File: src/rtl/cpu_pkg.sv
// Shared types and constants for the CPU control path: sequencer states, special
// opcodes, condition codes and ALU flag bit positions.
package cpu_pkg;

  typedef enum logic [2:0] {
    StIdle,
    StFetch,
    StDecode,
    StExecute,
    StWriteback,
    StHalt,
    StFault
  } state_e;

  localparam logic [3:0] OPC_BRANCH = 4'hE;
  localparam logic [3:0] OPC_HALT   = 4'hF;

  localparam logic [3:0] COND_AL = 4'd0;
  localparam logic [3:0] COND_EQ = 4'd1;
  localparam logic [3:0] COND_NE = 4'd2;
  localparam logic [3:0] COND_CS = 4'd3;
  localparam logic [3:0] COND_CC = 4'd4;
  localparam logic [3:0] COND_MI = 4'd5;
  localparam logic [3:0] COND_PL = 4'd6;
  localparam logic [3:0] COND_VS = 4'd7;
  localparam logic [3:0] COND_VC = 4'd8;
  localparam logic [3:0] COND_HI = 4'd9;
  localparam logic [3:0] COND_GE = 4'd10;
  localparam logic [3:0] COND_LT = 4'd11;
  // Codes 12..15 all mean "never".
  localparam logic [3:0] COND_NV = 4'd12;

  localparam int unsigned FLAG_N = 3;
  localparam int unsigned FLAG_Z = 2;
  localparam int unsigned FLAG_C = 1;
  localparam int unsigned FLAG_V = 0;

endpackage

File: src/rtl/cond_eval.sv
// Combinational condition-code check: decides whether an instruction with the
// given condition field executes under the current ALU flags.
module cond_eval
  import cpu_pkg::*;
(
  input  logic [3:0] cond,
  input  logic [3:0] flags,
  output logic       pass
);

  logic n, z, c, v;

  assign n = flags[FLAG_N];
  assign z = flags[FLAG_Z];
  assign c = flags[FLAG_C];
  assign v = flags[FLAG_V];

  always_comb begin
    pass = 1'b0;
    case (cond)
      COND_AL: pass = 1'b1;
      COND_EQ: pass = z;
      COND_NE: pass = ~z;
      COND_CS: pass = c;
      COND_CC: pass = ~c;
      COND_MI: pass = n;
      COND_PL: pass = ~n;
      COND_VS: pass = v;
      COND_VC: pass = ~v;
      COND_HI: pass = c & ~z;
      COND_GE: pass = (n == v);
      COND_LT: pass = (n != v);
      default: pass = 1'b0;
    endcase
  end

endmodule

File: src/rtl/cpu_sequencer.sv
// Multi-cycle control FSM: owns the PC, sequences ROM / register bank / ALU and
// resolves conditional execution, branches, halts and ALU timeouts.
module cpu_sequencer
  import cpu_pkg::*;
#(
  parameter int unsigned PC_W        = 3,
  parameter int unsigned ALU_TIMEOUT = 15,
  parameter int unsigned RET_W       = 16
) (
  input  logic             clock,
  input  logic             reset_n,
  input  logic             run,
  input  logic [3:0]       opcode,
  input  logic [3:0]       cond,
  input  logic [PC_W-1:0]  branch_target,
  input  logic [3:0]       flags,
  input  logic             alu_done,
  output logic [PC_W-1:0]  pc,
  output logic             rom_oe_n,
  output logic             ram_ce,
  output logic             ram_rw,
  output logic             alu_execute,
  output logic             halted,
  output logic             fault,
  output logic [RET_W-1:0] retired
);

  localparam int unsigned TmoW = $clog2(ALU_TIMEOUT + 1);

  state_e            state_q, state_d;
  logic [PC_W-1:0]   pc_q, pc_d;
  logic [RET_W-1:0]  retired_q, retired_d;
  logic [TmoW-1:0]   tmo_q, tmo_d;
  logic [TmoW:0]     tmo_inc;
  logic              retire;
  logic              cond_pass;

  cond_eval u_cond_eval (
    .cond  (cond),
    .flags (flags),
    .pass  (cond_pass)
  );

  // One extra bit so the limit compare cannot alias on wrap.
  assign tmo_inc = {1'b0, tmo_q} + (TmoW + 1)'(1);

  always_comb begin
    state_d = state_q;
    pc_d    = pc_q;
    tmo_d   = tmo_q;
    retire  = 1'b0;
    case (state_q)
      StIdle:  if (run) state_d = StFetch;
      StFetch: state_d = StDecode;
      StDecode: begin
        if (!cond_pass) begin
          pc_d    = pc_q + PC_W'(1);
          retire  = 1'b1;
          state_d = StFetch;
        end else if (opcode == OPC_HALT) begin
          retire  = 1'b1;
          state_d = StHalt;
        end else if (opcode == OPC_BRANCH) begin
          pc_d    = branch_target;
          retire  = 1'b1;
          state_d = StFetch;
        end else begin
          tmo_d   = '0;
          state_d = StExecute;
        end
      end
      StExecute: begin
        // A completion in the same cycle as the limit still wins.
        if (alu_done) begin
          state_d = StWriteback;
        end else if (tmo_inc == (TmoW + 1)'(ALU_TIMEOUT)) begin
          state_d = StFault;
        end else begin
          tmo_d = tmo_inc[TmoW-1:0];
        end
      end
      StWriteback: begin
        pc_d    = pc_q + PC_W'(1);
        retire  = 1'b1;
        state_d = StFetch;
      end
      StHalt:  state_d = StHalt;
      StFault: state_d = StFault;
      default: state_d = StIdle;
    endcase

    retired_d = retired_q;
    if (retire && (retired_q != '1)) retired_d = retired_q + RET_W'(1);
  end

  always_ff @(posedge clock) begin
    if (!reset_n) begin
      state_q   <= StIdle;
      pc_q      <= '0;
      retired_q <= '0;
      tmo_q     <= '0;
    end else begin
      state_q   <= state_d;
      pc_q      <= pc_d;
      retired_q <= retired_d;
      tmo_q     <= tmo_d;
    end
  end

  always_comb begin
    rom_oe_n    = 1'b1;
    ram_ce      = 1'b0;
    ram_rw      = 1'b1;
    alu_execute = 1'b0;
    case (state_q)
      StFetch:     rom_oe_n = 1'b0;
      StDecode:    ram_ce = 1'b1;
      StExecute: begin
        ram_ce      = 1'b1;
        alu_execute = 1'b1;
      end
      StWriteback: begin
        ram_ce = 1'b1;
        ram_rw = 1'b0;
      end
      default: ;
    endcase
  end

  assign pc      = pc_q;
  assign retired = retired_q;
  assign halted  = (state_q == StHalt);
  assign fault   = (state_q == StFault);

endmodule

File: config.mk
export PLATFORM = sky130hd
export DESIGN_NAME = cpu_sequencer
export DESIGN_NICKNAME = d
export VERILOG_FILES = /design/src/rtl/cpu_pkg.sv /design/src/rtl/cond_eval.sv /design/src/rtl/cpu_sequencer.sv
export SDC_FILE = /design/constraint.sdc
export NUM_CORES = 1
export LEC_CHECK = 0
export CAP_MARGIN = 15
export CORE_MARGIN = 1
export CORE_UTILIZATION = 55
export CTS_BUF_LIST = sky130_fd_sc_hd__clkbuf_4 sky130_fd_sc_hd__clkbuf_8
export CTS_CLUSTER_DIAMETER = 60
export DETAILED_ROUTE_END_ITERATION = 10
export PLACE_DENSITY = 0.88
export RECOVER_POWER = 25
export SYNTH_ARGS = -nofsm -noshare
export SYNTH_HDL_FRONTEND = slang
export SYNTH_SLANG_ARGS = --single-unit
File: constraint.sdc
create_clock -name clock -period 6.4 [get_ports clock]
set_input_delay 1.28 -clock clock [delete_from_list [all_inputs] [get_ports clock]]
set_output_delay 1.28 -clock clock [all_outputs]
set_load 0.05 [all_outputs]
==> results.cfg <==
[outcome]
outcome = complete, no violations

[clocking]
cts_tree = yes
clk_pin_slew_ns = 0.13
cts-root-buf = clkbuf_4
clock_path_buffers = 2
postCtsSetupRepairBufs = 0
hold_buffers = 0
cts.sinks = 26
clk_latency_ns = 0.31
h-tree-depth = 1
numCtsBuffers = 3
cts_resized = 0

[global_routing]
track_usage_pct = 22.09
grt_antenna_before_repair = 0
grt_pass1_vias = 1447
grt_first_pass_wirelength_mm = 6.016
overflow = 0
grt_max_degree = 40

[timing]
setup_viol = 0
tightest_slew_ns = 0.9133
max_freq_ghz = 0.2790
relSlewSlack_pct = 39.12
maxSlewViolCount = 0
tns_ns = 0
final_hold_viol_count = 0
skew_ns = 0.001555
post-route-period-util_pct = 56.00
fin_crit_ns = 3.584
layout_setup_ws_ns = 2.816
rsz0062_at_grt = false

[floorplan]
start_util_pct = 57.54
die_area_mm2 = 0.003424
fp.dieH_um = 58.52
io_pins = 44
die_w_um = 58.52
core_area_mm2 = 0.003053
row_count = 20

[worst_setup_path]
crit_type = in2reg
worstPathMaxFanout = 24
crit_family = compound AO/OA/AOI/OAI gates
crit_path_start_kind = primary input
cp_cell_sequence = clkdlybuf4s50_1, mux2i_1, o32ai_1, o41ai_1, o31a_1, a21oi_1, mux2i_1
crit_path_top_delay_cell = o31a_1
path_buf_inv = 1
cpPeakStageDelay_ns = 0.79
crit_top_cell = mux2i_1
cp.required_ns = 6.61
crit_arrival_ns = 3.79
cp-end-kind = register

[drt]
via_per_inst = 5.682
drt-initial-drc-count = 115
drt-pass1-iter-count = 4
antenna_left = 0
vias = 1750
drc = 0
wl_mm = 3.766
wl_per_cell_um = 12.23

[hold_path]
min_path_type = reg2reg

[power_and_ir_drop]
ir_worst_vdd_uv = 86.45
pwr-share-comb_pct = 22.8
clkPwrFrac_pct = 24.9
p_switching_mw = 0.09460
p_per_area_mw_per_mm2 = 145.9
swShare_pct = 29.17
p_seq_share_pct = 52.3
p_leak_nw = 0.8242
cellInternalPower_mw = 0.2297

[placed_design]
dp_slack_ns = 2.441
dp_hpwl_mm = 2.718
placed_area_mm2 = 0.002187
gp_congestion = 0.8078
io_buffer_count = 43

[synthesis]
syn_inst = 230
syn_area_mm2 = 0.001757
yosysTopAreaCellShare_pct = 29.63
syn-mean-instance-area_um2 = 7.638
yosys_warnings = 0
synthDistinctLibCells = 47
synth.most_common_cell = nand2_1
syn-num-nets = 253
synth-main-ff-cell = dfxtp_1
ys_seq_elements = 26
synth.area.top_cells = dfxtp_1, mux2i_1, nand2_1, a21oi_1, nand2b_1
synth_top_area_cell = dfxtp_1
synth_common_cells = nand2_1, dfxtp_1, a21oi_1
synth_edf_count = 0
synth_seq_area_share_pct = 29.63
synthArstFlopShare_pct = 0

[finish]
area_growth_pct = 26.57
design_area_mm2 = 0.002223
antennaDiodeCount = 0
drive_gt1_share_pct = 2.652
regArea_um2 = 520.5
multiInputGateArea_mm2 = 0.001140
nets = 288
fillCellCount = 258

[job]
drv_cap = 0
## cell families after synthesis
group                    synth area share, %
AO/OA/AOI/OAI                          21.30
buffers and inverters                  5.484
AND/OR/NAND/NOR                        30.63
XOR/XNOR                              0.9973
adder cells (fa/ha/maj)                2.849
flip-flops                             29.63
multiplexers                           9.117
## per-layer routing
metal | track usage (%) | part of all wire [%] | wire length [um] | vias to the layer above
li1 | - | - | - | 913
met1 | 30.18 | 49 | 1862 | 785
met2 | 37.11 | 44 | 1671 | 50
met3 | 2.418 | 5.6 | 212 | 2
met4 | 6.122 | 0.50 | 19 | 0
met5 | 0 | 0 | 0 | -
## power by group through the flow
stage	combinational, mW	sequential [mW]	clock [mW]
2_1_floorplan	0.0465	0.177	0
3_3_place_gp	0.0731	0.173	0
3_5_place_dp	0.0741	0.173	0
4_1_cts	0.0745	0.170	0.0852
5_1_grt	0.0799	0.171	0.0916
6_report	0.0739	0.170	0.0807
## state kept, by name (all words and copies together) (netlist names)
| name | cells |
|---|---|
| retired | 16 |
| tmo_q | 4 |
| pc | 3 |
| state_q | 3 |
## cells in the final DEF, fill, tap and decap left out, types with 2 or more instances in the layout
cell | Yosys | final
o31ai_1 | 3 | 3
a211oi_1 | 2 | 2
a21oi_1 | 19 | 19
o32ai_1 | 2 | 2
and3_1 | 7 | 7
nor2_1 | 14 | 14
nand3_1 | 11 | 11
xor2_1 | 2 | 2
nor2b_1 | 3 | 3
nor4_1 | 3 | 3
ha_1 | 4 | 4
nand2_1 | 32 | 32
clkbuf_4 | 0 | 3
mux2i_1 | 16 | 16
a31oi_1 | 3 | 3
nand2b_1 | 13 | 13
dlygate4sd3_1 | 0 | 12
inv_1 | 9 | 9
clkdlybuf4s50_1 | 0 | 31
o21ai_0 | 9 | 9
nor3b_1 | 2 | 2
o41ai_1 | 2 | 2
a2111o_1 | 4 | 4
nor3_1 | 3 | 3
dfxtp_1 | 26 | 26
nand4_1 | 6 | 6
## final timing paths
path               start     endpoint  slack, ns  cells after the start
max             flags[3]   retired[1]       2.82                      7
min          retired[11]  retired[11]       0.48                      2
max reg2reg   retired[0]   retired[1]       4.14                      7
min reg2reg  retired[11]  retired[11]       0.48                      2
## area by class of cell
type,instances,area share [%]
sequential,26,23.41
multi-input combinational,181,51.27
tap,44,2.476
inverter,9,1.519
timing repair buffer,44,19.70
clock buffer,4,1.632
## through the flow
stage | util (%) | total power [mW] | hold WS [ns] | instances
finish | 72.83 | 0.3243 | 0.4844 | 308
global route | 72.83 | 0.3422 | 0.5043 | 308
CTS | 72.83 | 0.3294 | 0.4929 | 308
detailed placement | 71.64 | 0.2473 | 0.4667 | 304
global placement | 71.64 | 0.2462 | 0.4671 | 304
floorplan | - | 0.2232 | 0.4494 | 230
## worst min-delay path: cells and delay by family, from the launching register on
family	cells	cell delay [ns]
DFF	1	0.35
muxes	1	0.05
and+or+nand+nor	1	0.05
(Power assumes the default switching activity.)
